`src/rtl/alu_mul_seq_if.sv`:
```
// Bus between the multiply sequencer and its surroundings: the request/result
// side (start, operands, busy/done, hi/lo) and the borrowed-ALU side
// (operands, control, ownership flag and the combinational result).
//
//   start, src_a, src_b   request and operands, captured when accepted
//   busy, done            status; done is a one-cycle completion pulse
//   hi, lo                64-bit product registers
//   alu_own               steers the datapath ALU input mux to the sequencer
//   alu_a, alu_b          ALU operands
//   alu_cont              ALU control
//   alu_result            combinational result from the shared ALU
//
// The slave modport is the sequencer; the master modport is the datapath/core.
interface alu_mul_seq_if #(
  parameter int WIDTH = 32
);
  logic             start;
  logic [WIDTH-1:0] src_a;
  logic [WIDTH-1:0] src_b;
  logic             busy;
  logic             done;
  logic [WIDTH-1:0] hi;
  logic [WIDTH-1:0] lo;
  logic             alu_own;
  logic [WIDTH-1:0] alu_a;
  logic [WIDTH-1:0] alu_b;
  logic [2:0]       alu_cont;
  logic [WIDTH-1:0] alu_result;

  modport slave (
    input  start, src_a, src_b, alu_result,
    output busy, done, hi, lo, alu_own, alu_a, alu_b, alu_cont
  );

  modport master (
    output start, src_a, src_b, alu_result,
    input  busy, done, hi, lo, alu_own, alu_a, alu_b, alu_cont
  );
endinterface

```
`src/rtl/alu_mul_seq.sv`:
```
// Multicycle unsigned 32x32 -> 64 multiplier (MULTU) that borrows the core's
// combinational ALU as its adder. Radix-2 shift-add, one ALU add per cycle for
// 32 cycles; the product is left in hi/lo.
//
// Ports:
//   clk    system clock, rising edge
//   reset  synchronous, active-high
//   bus    alu_mul_seq_if.slave (request/result and borrowed-ALU signals)
//
// state  | meaning
// -------+---------------------------------------------------------------
// IDLE   | waiting for start; hi/lo hold the last product
// RUN    | owns the ALU; one add + shift per cycle, 32 cycles
// DONE   | one-cycle done pulse; hi/lo final; returns to IDLE next edge
module alu_mul_seq #(
  parameter int WIDTH = 32,
  parameter int CNT_W = 5
) (
  input  logic         clk,
  input  logic         reset,
  alu_mul_seq_if.slave bus
);

  localparam logic [2:0]       ALU_ADD  = 3'b010;
  localparam logic [CNT_W-1:0] CNT_LAST = CNT_W'(WIDTH - 1);

  typedef enum logic [1:0] {
    S_IDLE = 2'd0,
    S_RUN  = 2'd1,
    S_DONE = 2'd2
  } state_t;

  state_t           state, state_nxt;
  logic [WIDTH-1:0] hi, lo, mcand;
  logic [CNT_W-1:0] cnt;

  logic [WIDTH-1:0] sum;
  logic             carry;

  logic             alu_own;
  logic [WIDTH-1:0] alu_a, alu_b;
  logic [2:0]       alu_cont;

  // The ALU is 32 bits wide and has no carry-out we can see, so the carry of
  // hi + addend is recovered locally: an unsigned add wrapped iff sum < hi.
  assign sum   = bus.alu_result;
  assign carry = (sum < hi);

  always_comb begin
    state_nxt = state;
    alu_own   = 1'b0;
    alu_a     = '0;
    alu_b     = '0;
    alu_cont  = 3'b000;
    case (state)
      S_IDLE: begin
        if (bus.start) state_nxt = S_RUN;
      end
      S_RUN: begin
        alu_own  = 1'b1;
        alu_a    = hi;
        alu_b    = lo[0] ? mcand : '0;
        alu_cont = ALU_ADD;
        if (cnt == CNT_LAST) state_nxt = S_DONE;
      end
      S_DONE: begin
        state_nxt = S_IDLE;
      end
      default: state_nxt = S_IDLE;
    endcase
  end

  always_ff @(posedge clk) begin
    if (reset) begin
      state <= S_IDLE;
      hi    <= '0;
      lo    <= '0;
      mcand <= '0;
      cnt   <= '0;
    end else begin
      state <= state_nxt;
      case (state)
        S_IDLE: begin
          if (bus.start) begin
            mcand <= bus.src_a;
            lo    <= bus.src_b;
            hi    <= '0;
            cnt   <= '0;
          end
        end
        S_RUN: begin
          // {hi,lo} shifts right by one with the new partial sum entering hi;
          // the multiplier bit just consumed drops out of lo[0]. The counter
          // wraps to 0 after the last iteration, which is never observed.
          hi  <= {carry, sum[WIDTH-1:1]};
          lo  <= {sum[0], lo[WIDTH-1:1]};
          cnt <= cnt + 1'b1;
        end
        default: ;
      endcase
    end
  end

  assign bus.busy     = (state != S_IDLE);
  assign bus.done     = (state == S_DONE);
  assign bus.hi       = hi;
  assign bus.lo       = lo;
  assign bus.alu_own  = alu_own;
  assign bus.alu_a    = alu_a;
  assign bus.alu_b    = alu_b;
  assign bus.alu_cont = alu_cont;

endmodule

```
`src/flat_wrapper.sv`:
```
// flat-port wrapper written by rule: the top's interface ports become plain ports
module alu_mul_seq_flat 
#(
  parameter int WIDTH = 32,
  parameter int CNT_W = 5
)
  (clk, reset, bus_start, bus_src_a, bus_src_b, bus_alu_result, bus_busy, bus_done, bus_hi, bus_lo, bus_alu_own, bus_alu_a, bus_alu_b, bus_alu_cont);
  alu_mul_seq_if #(.WIDTH(WIDTH)) bus_i ();
  input  logic clk;
  input  logic reset;
  input wire logic [$bits(bus_i.start)-1:0] bus_start;
  input wire logic [$bits(bus_i.src_a)-1:0] bus_src_a;
  input wire logic [$bits(bus_i.src_b)-1:0] bus_src_b;
  input wire logic [$bits(bus_i.alu_result)-1:0] bus_alu_result;
  output wire logic [$bits(bus_i.busy)-1:0] bus_busy;
  output wire logic [$bits(bus_i.done)-1:0] bus_done;
  output wire logic [$bits(bus_i.hi)-1:0] bus_hi;
  output wire logic [$bits(bus_i.lo)-1:0] bus_lo;
  output wire logic [$bits(bus_i.alu_own)-1:0] bus_alu_own;
  output wire logic [$bits(bus_i.alu_a)-1:0] bus_alu_a;
  output wire logic [$bits(bus_i.alu_b)-1:0] bus_alu_b;
  output wire logic [$bits(bus_i.alu_cont)-1:0] bus_alu_cont;
  assign bus_i.start = bus_start;
  assign bus_i.src_a = bus_src_a;
  assign bus_i.src_b = bus_src_b;
  assign bus_i.alu_result = bus_alu_result;
  assign bus_busy = bus_i.busy;
  assign bus_done = bus_i.done;
  assign bus_hi = bus_i.hi;
  assign bus_lo = bus_i.lo;
  assign bus_alu_own = bus_i.alu_own;
  assign bus_alu_a = bus_i.alu_a;
  assign bus_alu_b = bus_i.alu_b;
  assign bus_alu_cont = bus_i.alu_cont;
  alu_mul_seq #(.WIDTH(WIDTH), .CNT_W(CNT_W)) u_core (.clk(clk), .reset(reset), .bus(bus_i));
endmodule
```
`config.mk`:
```
export PLATFORM = sky130hd
export DESIGN_NAME = alu_mul_seq_flat
export DESIGN_NICKNAME = d
export VERILOG_FILES = /design/src/rtl/alu_mul_seq_if.sv /design/src/rtl/alu_mul_seq.sv /design/src/flat_wrapper.sv
export SDC_FILE = /design/constraint.sdc
export NUM_CORES = 1
export LEC_CHECK = 0
export ABC_AREA = 1
export CAP_MARGIN = 40
export CORE_MARGIN = 2
export CORE_UTILIZATION = 30
export DETAILED_ROUTE_END_ITERATION = 16
export PLACE_DENSITY = 0.65
export SLEW_MARGIN = 15
export SYNTH_ARGS = -nofsm -noshare
export SYNTH_HDL_FRONTEND = slang
export SYNTH_SLANG_ARGS = --single-unit
```
`constraint.sdc`:
```
create_clock -name clk -period 2.57 [get_ports clk]
set_input_delay 0.6425 -clock clk [delete_from_list [all_inputs] [get_ports clk]]
set_output_delay 0.6425 -clock clk [all_outputs]
set_load 0.05 [all_outputs]
```
==> results of run 1 <==
-- worst max-delay path, stage by stage (launching register included) --
cell	delay, ps
dfxtp_1	390
inv_1	50
nor2_1	80
clkdlybuf4s50_1	840
-- layer usage --
| layer | up-vias | track usage |
|---|---|---|
| met3 | 22 | 0.0490 |
| li1 | 2784 | - |
| met1 | 2477 | 0.212 |
| met4 | 0 | 0.0689 |
| met2 | 169 | 0.289 |
| met5 | - | 0 |
-- power breakdown --
group	internal, W	switching (W)	leakage (nW)	total (W)
Combinational	0.000504	0.000790	2.24	0.00129
Clock	0.000748	0.000598	0.135	0.00135
Sequential	0.00171	0.0000644	0.847	0.00177
Total	0.00296	0.00145	3.22	0.00442
-- synthesized netlist by cell type, types with 2 or more instances --
master and count:
buf_4 5, buf_2 17, inv_1 79, a211oi_1 63
buf_1 7, nand2_1 196, nor3_1 4, clkbuf_1 23
a21oi_1 85, nand3_1 3, dfxtp_1 103, inv_2 3
ha_1 33, o21ai_0 7, nor2_4 2, nor2_1 102
-- flip-flops by register name, indices dropped and copies added, names as in the netlist --
register	cells
u_core.cnt	5
u_core.state	2
u_core.bus.lo	32
u_core.bus.hi	32
u_core.mcand	32
-- worst paths after layout --
path,endpoint
worst max-delay path,bus_done
worst min-delay path,u_core.mcand[4]
worst min register to register,u_core.mcand[4]
worst max register to register,u_core.bus.lo[29]
-- area by class of cell --
class                   instances  share of cell area
repair buffers                243               0.360
well taps                     225              0.0326
multi-input cells             504               0.300
clock inverters                 4             0.00551
clock buffers                  11              0.0270
inverters                      82              0.0360
flip-flops and latches        103               0.239
-- cell families after synthesis --
group | after synthesis
flip-flops | 103
AND/OR/NAND/NOR | 311
adder cells (fa/ha/maj) | 33
buffers and inverters | 134
other | 1
AO/OA/AOI/OAI | 158
-- per-stage QoR --
step	hold WS, ps	util	cells
after floorplan	444	-	741
after global placement	453	0.488	1157
after detailed placement	456	0.488	1157
after CTS	467	0.504	1172
after global routing	486	0.504	1172
final	466	0.504	1172
==> results.cfg, run 1 <==
[synth]
synth-xor-area-share = 0
yosysTopAreaCellShare = 0.397
synth_top_family_by_area = simple AND/OR/NAND/NOR gates
yosys.area_share.adder = 0.0795
synth_area_leaders = dfxtp_1, nand2_1, a211oi_1
synth-compound-area-share = 0.186
yosys.area_share.simple = 0.233
async_reset_ff_frac = 0
postSynthAreaPerCell_um2 = 7.02
synth_top_area_cell = dfxtp_1
synth_edf_count = 0
synthMuxAreaShare = 0
syn_inst = 740
ys_ff_latch = 103
syn_area_um2 = 5190
ys_types = 24
yosysSeqAreaShare = 0.397
synth_warnings = 0
synth_ff_type = dfxtp_1

[detailed_routing]
drtIter0Drc = 258
met1_length_um = 6990
vias = 5452
routed-wl-met2_um = 7640
wire_per_inst_um = 13.7
remaining_drc_errors = 0
routed-wl-met3_um = 1120
viasPerCell = 4.65
first_pass_iters = 4
wirelength_um = 16100
ant_nets = 0
topRoutingLayerUsed = met4

[floorplan]
initial_utilization = 0.303
die_w_um = 136
num_rows = 48
dieArea_um2 = 18400
die_height_um = 136
num_io_pins = 233
core_um2 = 17100

[final_layout]
area_delta_synth_final_pct = 66.2
antennaDiodeCount = 0
most-common-layout-cells = nand2_1, clkdlybuf4s50_1, dfxtp_1, nor2_1, a21oi_1
fin_area_um2 = 8630
nFillCells = 1629
final-seq-area_um2 = 2060
drive_gt1_frac = 0.108
fin_nets = 1075
layout_commonest_cell = nand2_1
multi_input_area_um2 = 2590

[worst_setup_path]
worstSetupStartpoint = u_core.state[1]
rr_startpoint = u_core.state[1]
arrival_ps = 1700
critPathMaxFanout = 3
worst_ep_required_time_ps = 1930
endpoint_kind = primary output
reg2reg_depth = 7
cp-start-kind = register
worstSetupPathType = register to primary output
rrSetupSlack_ps = 600

[grt]
grt_overflow = 0
antenna_found_initial = 0
grt_pass1_vias = 5117
grt.total_usage = 0.174
grt_max_degree = 74
grt_pass1_wl_um = 25600

[sta]
setup_violations = 0
timing_hold_violations_final = 0
layout_worst_path_cycle_share = 0.911
finClkSkew_ps = 8.03
layout_setup_ws_ps = 228
relSlewSlack = 0.607
fmax_mhz = 427
rsz0062_at_grt = false
tightest_slew_ps = 588
finalCriticalPeriod_ps = 2340
slew_violations = 0
setup_tns_ps = 0

[power]
p_leak_nw = 3.22
powerDensity_nw_per_um2 = 512
p_total_w = 0.00442
irDropWorstVdd_uv = 287

[cts]
cts_tree = built
cts-root-buf = clkbuf_16
clock_latency_ps = 340
cts_made_buffers = 9
cts_hold_buffers = 0
cts_resized = 0
clockBufferDepth = 2
clock_sinks = 103
clk_pin_slew_ps = 60
postCtsSetupBuffers = 0
htreeDepth = 3

[placement]
place.gp.congestion = 0.793
place_ws_ps = 311
portBuffers = 230
hpwlAfterDp_um = 11500
postPlaceCellArea_um2 = 8350

[hold_path]
hp-start = u_core.mcand[4]
hold_path_class = register to register
holdPathStages = 2

[run_status]
status = complete, no violations

[job]
maxCapViolations = 0
Power figures use the tool's default switching activity.
==> inputs of run 2 (changes only) <==
--- a/config.mk
+++ b/config.mk
@@ -7,6 +7,7 @@
 export LEC_CHECK = 0
 export ABC_AREA = 1
 export CAP_MARGIN = 40
+export CORE_ASPECT_RATIO = 0.6
 export CORE_MARGIN = 2
 export CORE_UTILIZATION = 30
 export DETAILED_ROUTE_END_ITERATION = 16
==> results.cfg, run 2 (same netlist as run 1, synthesis figures left out) <==
[cts]
cts_tree = built
cts_hold_buffers = 0
clock_latency_ps = 340
cts-root-buf = clkbuf_16
htreeDepth = 3
postCtsSetupBuffers = 0
clk_pin_slew_ps = 70
cts_resized = 0
cts_made_buffers = 9
clock_sinks = 103
clockBufferDepth = 2

[final_layout]
most-common-layout-cells = nand2_1, clkdlybuf4s50_1, dfxtp_1, nor2_1, a21oi_1
layout_commonest_cell = nand2_1
nFillCells = 1632
largestRegisters = u_core.bus.hi x32, u_core.bus.lo x32, u_core.mcand x32
drive_gt1_frac = 0.113
fin_nets = 1077
area_delta_synth_final_pct = 67.6
antennaDiodeCount = 0
final_cell_count_no_fill = 1184

[sta]
relSlewSlack = 0.629
timing_hold_violations_final = 0
timing.hold.ws_ps = 467
fmax_mhz = 429
tightest_slew_ps = 554
rsz0062_at_grt = false
layout_setup_ws_ps = 241
setup_violations = 0
layout_worst_path_cycle_share = 0.906
setup_tns_ps = 0
slew_violations = 0
finClkSkew_ps = 7.95
finalCriticalPeriod_ps = 2330

[detailed_routing]
drtIter0Drc = 373
remaining_drc_errors = 0
ant_nets = 0
wirelength_um = 17300
first_pass_iters = 5
vias = 5437
viasPerCell = 4.59
wire_per_inst_um = 14.6

[power]
powerDensity_nw_per_um2 = 531
p_leak_nw = 3.25
irDropWorstVdd_uv = 261

[hold_path]
whs_endpoint = u_core.cnt[3]
holdPathStages = 2
hold_path_class = register to register
hp-start = u_core.cnt[3]

[floorplan]
dieArea_um2 = 18400
die_w_um = 174
num_io_pins = 233
num_rows = 37
initial_utilization = 0.305
die_height_um = 106
core_um2 = 17000

[worst_setup_path]
critPathMaxFanout = 3
arrival_ps = 1690
endpoint_kind = primary output
cp-start-kind = register
worst_ep_required_time_ps = 1930
rr_startpoint = u_core.state[0]
rrSetupSlack_ps = 710
r2r_end = u_core.bus.lo[23]
worstSetupPathType = register to primary output
reg2reg_depth = 7
worstSetupStartpoint = u_core.state[1]

[grt]
antenna_found_initial = 0
grt.total_usage = 0.189
grt_max_degree = 62
grt_pass1_wl_um = 28300
grt_overflow = 0
grt_pass1_vias = 5530

[placement]
place_ws_ps = 176
dp.cells = 1168
place.gp.congestion = 0.783
portBuffers = 230
hpwlAfterDp_um = 12700

[job]
maxCapViolations = 0

[run_status]
status = complete, no violations
[run 2: cell count changes in the layout (fill, tap and decap cells not counted)]
cell	before	now
clkbuf_1	2	0
clkinv_2	2	1
buf_4	11	13
inv_8	0	1
inv_6	0	2
bufinv_16	1	2
[run 2: area by class of cell]
cell class / count / area [um2] / area share
sequential: 103 / 2060 / 0.237
timing repair buffer: 245 / 3120 / 0.359
clock inverter: 7 / 101 / 0.0116
tap: 234 / 293 / 0.0336
multi-input combinational: 504 / 2590 / 0.298
clock buffer: 9 / 225 / 0.0259
inverter: 82 / 310 / 0.0357
[run 2: metal layers]
layer | part of all wire | routed length (um) | vias to the layer above | GRT usage
met3 | 0.083 | 1440 | 8 | 0.0604
met1 | 0.49 | 8510 | 2481 | 0.264
met2 | 0.42 | 7290 | 163 | 0.290
met4 | 0.0042 | 73 | 0 | 0.0288
li1 | - | - | 2785 | -
met5 | 0 | 0 | - | 0
[run 2: worst max-delay path, stage by stage, from the launching register on]
cell and delay (ps):
dfxtp_1 390, inv_1 50, nor2_1 80, clkdlybuf4s50_1 820
[run 2: worst max-delay path by stage]
stage | endpoint | slack (ps) | depth (start not counted)
3_5_place_dp | u_core.bus.hi[31] | 180 | 11
5_1_grt | bus_done | 160 | 3
2_1_floorplan | bus_alu_b[10] | 60 | 4
6_report | bus_done | 240 | 3
3_3_place_gp | u_core.bus.hi[31] | 200 | 9
4_1_cts | bus_done | 220 | 3
[run 2: stage by stage]
stage / cell area [um2] / utilization / total power (W)
floorplan: 5200 / - / 0.00259
global route: 8700 / 0.511 / 0.00485
CTS: 8700 / 0.511 / 0.00468
detailed placement: 8380 / 0.492 / 0.00314
finish: 8700 / 0.511 / 0.00462
global placement: 8380 / 0.492 / 0.00312
[run 2: power by group]
group	switching, W	internal [W]	leakage, nW
combinational	0.000809	0.000508	2.25
clock	0.000657	0.000868	0.158
sequential	0.0000673	0.00171	0.847
